--- config.mk ---
export PLATFORM = sky130hd
export DESIGN_NAME = multicycle_divider
export DESIGN_NICKNAME = d
export VERILOG_FILES = /design/src/rtl/div_pkg.sv /design/src/rtl/div_step.sv /design/src/rtl/multicycle_divider.sv
export SDC_FILE = /design/constraint.sdc
export NUM_CORES = 1
export LEC_CHECK = 0
export CAP_MARGIN = 40
export CORE_UTILIZATION = 25
export DETAILED_ROUTE_END_ITERATION = 6
export PLACE_DENSITY_LB_ADDON = 0.2
export SYNTH_ARGS = -nofsm -noshare
export SYNTH_HDL_FRONTEND = slang
export SYNTH_SLANG_ARGS = --single-unit
export TNS_END_PERCENT = 50
--- constraint.sdc ---
create_clock -name clk -period 9.3 [get_ports clk]
set_clock_uncertainty 0.15 [all_clocks]
set_input_delay 1.86 -clock clk [delete_from_list [all_inputs] [get_ports clk]]
set_output_delay 1.86 -clock clk [all_outputs]
set_load 0.01 [all_outputs]
--- src/rtl/div_pkg.sv ---
// Shared types and constants for the multicycle divider.
package div_pkg;

  localparam int unsigned DefaultWidth = 64;

  typedef enum logic [1:0] {
    Idle = 2'd0,
    Calc = 2'd1,
    Done = 2'd2
  } state_e;

endpackage

--- src/rtl/div_step.sv ---
// One restoring radix-2 division step: shift in a dividend bit, subtract the divisor if it fits.
module div_step
  import div_pkg::*;
#(
  parameter int unsigned WIDTH = DefaultWidth
) (
  input  logic [WIDTH-1:0] rem_i,
  input  logic             dvd_bit_i,
  input  logic [WIDTH-1:0] divisor_i,
  output logic [WIDTH-1:0] rem_o,
  output logic             q_bit_o
);

  logic [WIDTH:0] shifted;

  // Compare on WIDTH+1 bits; the difference always fits in WIDTH bits when taken.
  always_comb begin
    shifted = {rem_i, dvd_bit_i};
    q_bit_o = (shifted >= {1'b0, divisor_i});
    rem_o   = q_bit_o ? (shifted[WIDTH-1:0] - divisor_i) : shifted[WIDTH-1:0];
  end

endmodule

--- src/rtl/multicycle_divider.sv ---
// Unsigned restoring divider: one quotient bit per cycle, valid/ready on both sides.
module multicycle_divider
  import div_pkg::*;
#(
  parameter int unsigned WIDTH = DefaultWidth
) (
  input  logic             clk,
  input  logic             rst_n,
  input  logic             in_valid,
  output logic             in_ready,
  input  logic [WIDTH-1:0] dividend,
  input  logic [WIDTH-1:0] divisor,
  output logic             out_valid,
  input  logic             out_ready,
  output logic [WIDTH-1:0] quotient,
  output logic [WIDTH-1:0] remainder,
  output logic             div_by_zero
);

  localparam int unsigned CntW = $clog2(WIDTH + 1);

  state_e           state_q, state_d;
  logic [CntW-1:0]  cnt_q, cnt_d;
  logic [WIDTH-1:0] rem_q, rem_d;
  // Holds the dividend at accept; dividend bits shift out of the top while quotient bits
  // shift in at the bottom, so it ends up holding the quotient.
  logic [WIDTH-1:0] quo_q, quo_d;
  logic [WIDTH-1:0] dvsr_q, dvsr_d;
  logic             dbz_q, dbz_d;

  logic [WIDTH-1:0] step_rem;
  logic             step_q;

  div_step #(
    .WIDTH(WIDTH)
  ) u_step (
    .rem_i     (rem_q),
    .dvd_bit_i (quo_q[WIDTH-1]),
    .divisor_i (dvsr_q),
    .rem_o     (step_rem),
    .q_bit_o   (step_q)
  );

  // Next-state and datapath updates.
  always_comb begin
    state_d = state_q;
    cnt_d   = cnt_q;
    rem_d   = rem_q;
    quo_d   = quo_q;
    dvsr_d  = dvsr_q;
    dbz_d   = dbz_q;
    unique case (state_q)
      Idle: begin
        if (in_valid) begin
          dvsr_d = divisor;
          if (divisor == '0) begin
            quo_d   = '1;
            rem_d   = dividend;
            dbz_d   = 1'b1;
            cnt_d   = '0;
            state_d = Done;
          end else begin
            quo_d   = dividend;
            rem_d   = '0;
            dbz_d   = 1'b0;
            cnt_d   = CntW'(WIDTH);
            state_d = Calc;
          end
        end
      end
      Calc: begin
        rem_d = step_rem;
        quo_d = {quo_q[WIDTH-2:0], step_q};
        cnt_d = cnt_q - CntW'(1);
        if (cnt_q == CntW'(1)) begin
          state_d = Done;
        end
      end
      Done: begin
        if (out_ready) begin
          state_d = Idle;
        end
      end
      default: state_d = Idle;
    endcase
  end

  // State and datapath registers, cleared asynchronously.
  always_ff @(posedge clk or negedge rst_n) begin
    if (!rst_n) begin
      state_q <= Idle;
      cnt_q   <= '0;
      rem_q   <= '0;
      quo_q   <= '0;
      dvsr_q  <= '0;
      dbz_q   <= 1'b0;
    end else begin
      state_q <= state_d;
      cnt_q   <= cnt_d;
      rem_q   <= rem_d;
      quo_q   <= quo_d;
      dvsr_q  <= dvsr_d;
      dbz_q   <= dbz_d;
    end
  end

  assign in_ready    = (state_q == Idle);
  assign out_valid   = (state_q == Done);
  assign quotient    = quo_q;
  assign remainder   = rem_q;
  assign div_by_zero = dbz_q;

endmodule

### Word level (Yosys, flattened, before mapping)

Cells that the tools add are included.
Widths: inputs -> output; s select.

| operators by class | value |
|---|---|
| reductions and logical operators | 6 |
| magnitude comparators | 1 |
| mux-type cells | 16 |
| $add $sub $neg | 2 |
| equal/unequal tests | 6 |

Operator list:

| operator | number |
|---|---|
| $mux 64 | 5 |
| $pmux 64 s2 | 2 |
| $ge 65x64->1 | 1 |
| $logic_not 64->1 | 1 |
| $sub 64x64->64 | 1 |
| $mux 7 | 2 |
| $pmux 7 s2 | 1 |
| $mux 2 | 4 |
| $eq 7x1->1 const B | 1 |
| $sub 7x1->7 const B | 1 |
| $pmux 2 s3 | 1 |
| $ne 2x2->1 const B | 2 |
| $reduce_and 2->1 | 2 |
| $reduce_and 3->1 | 1 |
| $eq 2x1->1 const B | 1 |
| $eq 2x2->1 const B | 1 |
| $logic_not 2->1 | 1 |
| $ne 2x1->1 const B | 1 |
| $reduce_bool 2->1 | 1 |
| $mux 1 | 1 |

| storage, ports and cells | value |
|---|---|
| input port bits | 132 |
| flip-flop bits (word level) | 202 |
| output and inout bits | 131 |
| logic and storage cells | 37 |

### Logic depth before layout (Yosys ltp)

| logic depth | value |
|---|---|
| depth after elaboration | 4 |
| depth in mapped cells | 17 |
| gate-level depth less buffers | 15 |

### Modules after synthesis

From an unflattened synthesis, not the netlist that was laid out.

| second synthesis, totals | value |
|---|---|
| cells, all modules | 1735 |
| area total of the unflattened synthesis | 14528.9 sq um |

Modules (own cells, without submodules):

| module | area an instance (sq um) | times used | cells an instance | sequential area each (sq um) |
|---|---|---|---|---|
| multicycle_divider | 9608.0 | 1 | 1014 | 5054.8 |
| div_step | 4921.0 | 1 | 721 | 0.0 |

### Least setup slack after synthesis

No wires, ideal clock.

| timing path | value |
|---|---|
| path type | input port to flip-flop |
| start | input port divisor[0] |
| end | register rem_q[26] (netlist: remainder[26]) |
| cell stages on the path | 9 |
| path buffers | 3 |
| slack | 5.042 ns |
| arrival time | 4.035 ns |
| library setup time | 0.073 ns |
| data required time | 9.077 ns |
| path through | nor4_1 > nand4_1 > nor4_1 > and2_0 > clkbuf_1 > clkbuf_1 > buf_1 > a221oi_2 > nor2_1 |

| on the way | value |
|---|---|
| longest elaborated chain between the ends | 4 |

RTL lines:

| item | line | source |
|---|---|---|
| start, declared | multicycle_divider.sv:12 | `input logic [WIDTH-1:0] divisor,` |
| $logic_not 64->1 | multicycle_divider.sv:56 | `if (divisor == '0) begin` |
| $mux 64 | multicycle_divider.sv:56 |  |
| $mux 64 | multicycle_divider.sv:54 | `if (in_valid) begin` |
| $pmux 64 s2 | multicycle_divider.sv:52 | `unique case (state_q)` |
| end signal, assigned | multicycle_divider.sv:100 | `rem_q <= rem_d;` |
| end, declared | multicycle_divider.sv:24 | `logic [WIDTH-1:0] rem_q, rem_d;` |

Every way passes these cells. The select of a mux whose other input is x is not followed.
A chain may end at the register's enable or synchronous reset.

### Worst setup path in the final report

| timing path | value |
|---|---|
| start | register rem_q[7] (netlist: remainder[7]) |
| end | register rem_q[24] (netlist: remainder[24]) |

| on the way | value |
|---|---|
| longest elaborated chain between the ends | 3 |
| elaborated cells between the ends (all ways) | 4 |
| those cells by class | add/sub (1); order compare (1); mux (2) |

RTL lines:

| item | line | source |
|---|---|---|
| $sub 64x64->64 / $ge 65x64->1 (equally long branches) | div_step.sv:20, div_step.sv:19 |  |
| $mux 64 * | div_step.sv:20 | `rem_o = q_bit_o ? (shifted[WIDTH-1:0] - divisor_i) : shifted[WIDTH-1:0];` |
| $pmux 64 s2 * | multicycle_divider.sv:52 |  |

Mark *: on every way between the ends. The rest lies on a longest branch, timed or not.

==> run metrics <==
status=finished clean; post-synthesis sequential area ratio=0.373; endpoints failing setup=0; 1st-iter DRT viols=roughly 800; pin count of the biggest net entering global routing=90; # diodes=0; Peak VDD IR=0.176 mV; critical path endpoint category=flip-flop; Final Worst Setup Slack=a little under 4 ns; CTS Sinks=between 200 and 250; Final Max Slew Viols=0; Critical Path Start Type=flip-flop; vias per inst=~5.0; pre-CTS setup slack=~3.2 ns; Reg2Reg Depth=13; Rows=between 80 and 90; worst-margin pin slew=approximately 0.98 ns; leakage=between 0.007 and 0.008 uW; Main synth FF type=dfrtp_1; H-tree Lvls=1; cts hold-fix bufs=0; CTS tree=done; Hold Crit Depth=1; port bufs=262; Post-synth EDFFs=0; Gates resized, CTS repair=0; routability-driven placement congestion ratio=roughly 0.85; critical path type=reg2reg; residual DRC count=0; setup_tns=0 ns; vias in the first global route=roughly 13k; Pwr Density=between 500 and 600 nW/um2; clk root buf=clkbuf_16; share of cells above drive strength 1=0.0802; max cap viols=0; die area=55200 um2; commonest non-fill, non-tap cell in the layout=clkdlybuf4s50_1; commonest cells after routing, fill and taps aside=261 x clkdlybuf4s50_1, 212 x nand2_1, 202 x dfrtp_1; worst-path fanout max=50; fin crit period=approximately 5.4 ns; Die Wd=about 230 um; Area Overhead vs Synth=31.0%; CTS buffer count=27; synthesized area per cell=around 8.3 um2; Clock Latency Late Sink=0.56 ns; clock-pin slew on the worst setup and hold paths=about 0.06 ns; Cell Area, Synth=approximately 14000 um2; chip height=about 230 um; routed wire length=about 50000 um; async set-or-reset flop fraction in the synthesized netlist=1.00; WL/cell=a little under 20 um; Initial Util=0.253; grt total ovfl=0; required time worst endpoint=~9.6 ns; post-synthesis instance total=between 1.5k and 2k; Fin. Hold Viols=0; Tcrit/Tclk final=0.583; Worst Path Arrival=5.70 ns; initial antenna violation count=1; fmax=0.185 GHz; all-layer global routing usage=0.179; worst hold path class=reg2reg; vias post-DR=roughly 13k; Synth cell types=66; global-route wire length before repair=78100 um; post-CTS setup buffer count=0; Power, Total=9050 uW; Ys Warns=0; Final HPWL DP=about 37000 um; core area=53700 um2; total iterations of the first detailed-routing run=5; Slew Limit Headroom=0.336; I/O pin count=roughly 260; Final Cell Area=around 18000 um2; Antenna Nets Post-Route=0; CTS Buffer Depth=3; RSZ-0062 raised after global routing=false; DP Area=16900 um2; Mapped Nets=1835; number of nets in the layout=between 2k and 2.5k; post-synthesis sequential element count=~200
## worst paths after layout
kind / startpoint / slack (ns) / endpoint
max: remainder[7]$_DFFE_PN0P_ / 3.88 / remainder[24]$_DFFE_PN0P_
min: cnt_q[5]$_DFFE_PN0P_ / 0.33 / cnt_q[5]$_DFFE_PN0P_
max reg2reg: remainder[7]$_DFFE_PN0P_ / 3.88 / remainder[24]$_DFFE_PN0P_
min reg2reg: cnt_q[5]$_DFFE_PN0P_ / 0.33 / cnt_q[5]$_DFFE_PN0P_
max in group asynchronous: rst_n / 6.57 / remainder[45]$_DFFE_PN0P_
min in group asynchronous: rst_n / 1.20 / dvsr_q[26]$_DFFE_PN0P_
## final cells by class
cell class                 instances  area (um2)
clock buffer                      36         739
clock inverter                    12         164
fill                            5607       35900
inverter                          86         323
multi-input combinational       1238        7750
sequential                       202        5050
tap                              696         871
timing repair buffer             284        2860
## sequential cells by signal, indices dropped and copies added (netlist names)
| name | cells |
|---|---|
| remainder | 64 |
| cnt_q | 7 |
| state_q | 2 |
| dvsr_q | 64 |
| quotient | 64 |
| div_by_zero | 1 |
## routing by layer
layer	GRT usage	wire, um
met1	0.252	23900
met2	0.291	23200
met3	0.0268	2510
met4	0.0355	736
met5	0	0
## power breakdown
part	internal, uW	switching (uW)
logic	2840	3400
registers	1370	364
clock network	665	422
## logic make-up (layout without fill, tap and decap cells)
group | Yosys count | count (layout) | synth area share
DFF | 202 | 202 | 0.373
adders and majority gates | 67 | 67 | 0.0624
xor gates and xnor gates | 59 | 59 | 0.0381
buffers and inverters | 196 | 418 | 0.0592
muxes | 42 | 42 | 0.0427
and+or+nand+nor | 520 | 520 | 0.165
AOI/OAI and AO/OA | 550 | 550 | 0.260
## Yosys cell counts (all sizes together) (6+ instances only)
master,n,share of area
o211ai,17,0.011
o21a,6,0.0033
buf,27,0.012
a211oi,18,0.010
mux2i,8,0.0059
a21oi,171,0.063
a31oi,22,0.010
nand4,24,0.011
mux2,34,0.037
a221oi,37,0.038
nand2,212,0.059
a21o,40,0.022
o21bai,11,0.0061
ha,66,0.061
o21ai,186,0.069
nor2,190,0.053
dfrtp,202,0.37
nand3,12,0.0044
nand2b,10,0.0046
nor2b,12,0.0055
nor3,11,0.0041
inv,86,0.024
clkbuf,83,0.023
xnor2,34,0.022
nor4,19,0.0088
xor2,25,0.016
and3,12,0.0055
## through the flow
stage,hold slack (ns),util,std cells
5_1_grt,0.355,0.331,2554
3_5_place_dp,0.317,0.314,2506
4_1_cts,0.335,0.331,2554
6_report,0.331,0.331,2554
2_1_floorplan,0.288,-,1636
3_3_place_gp,0.310,0.312,2499
## worst max-delay path, cell delays in order (launching register included)
cell and delay [ns]:
dfrtp_1 0.43, ha_1 0.44, nand4_1 0.18, nor3_1 0.58
o211ai_1 0.26, o211ai_4 0.22, o221a_4 0.26, o211ai_2 0.14
a31oi_1 0.52, a21bo_4 0.66, buf_4 0.67, mux2_4 0.37
a221oi_2 0.22, nor2_1 0.06
No activity file was read; power rests on OpenSTA's default activity.
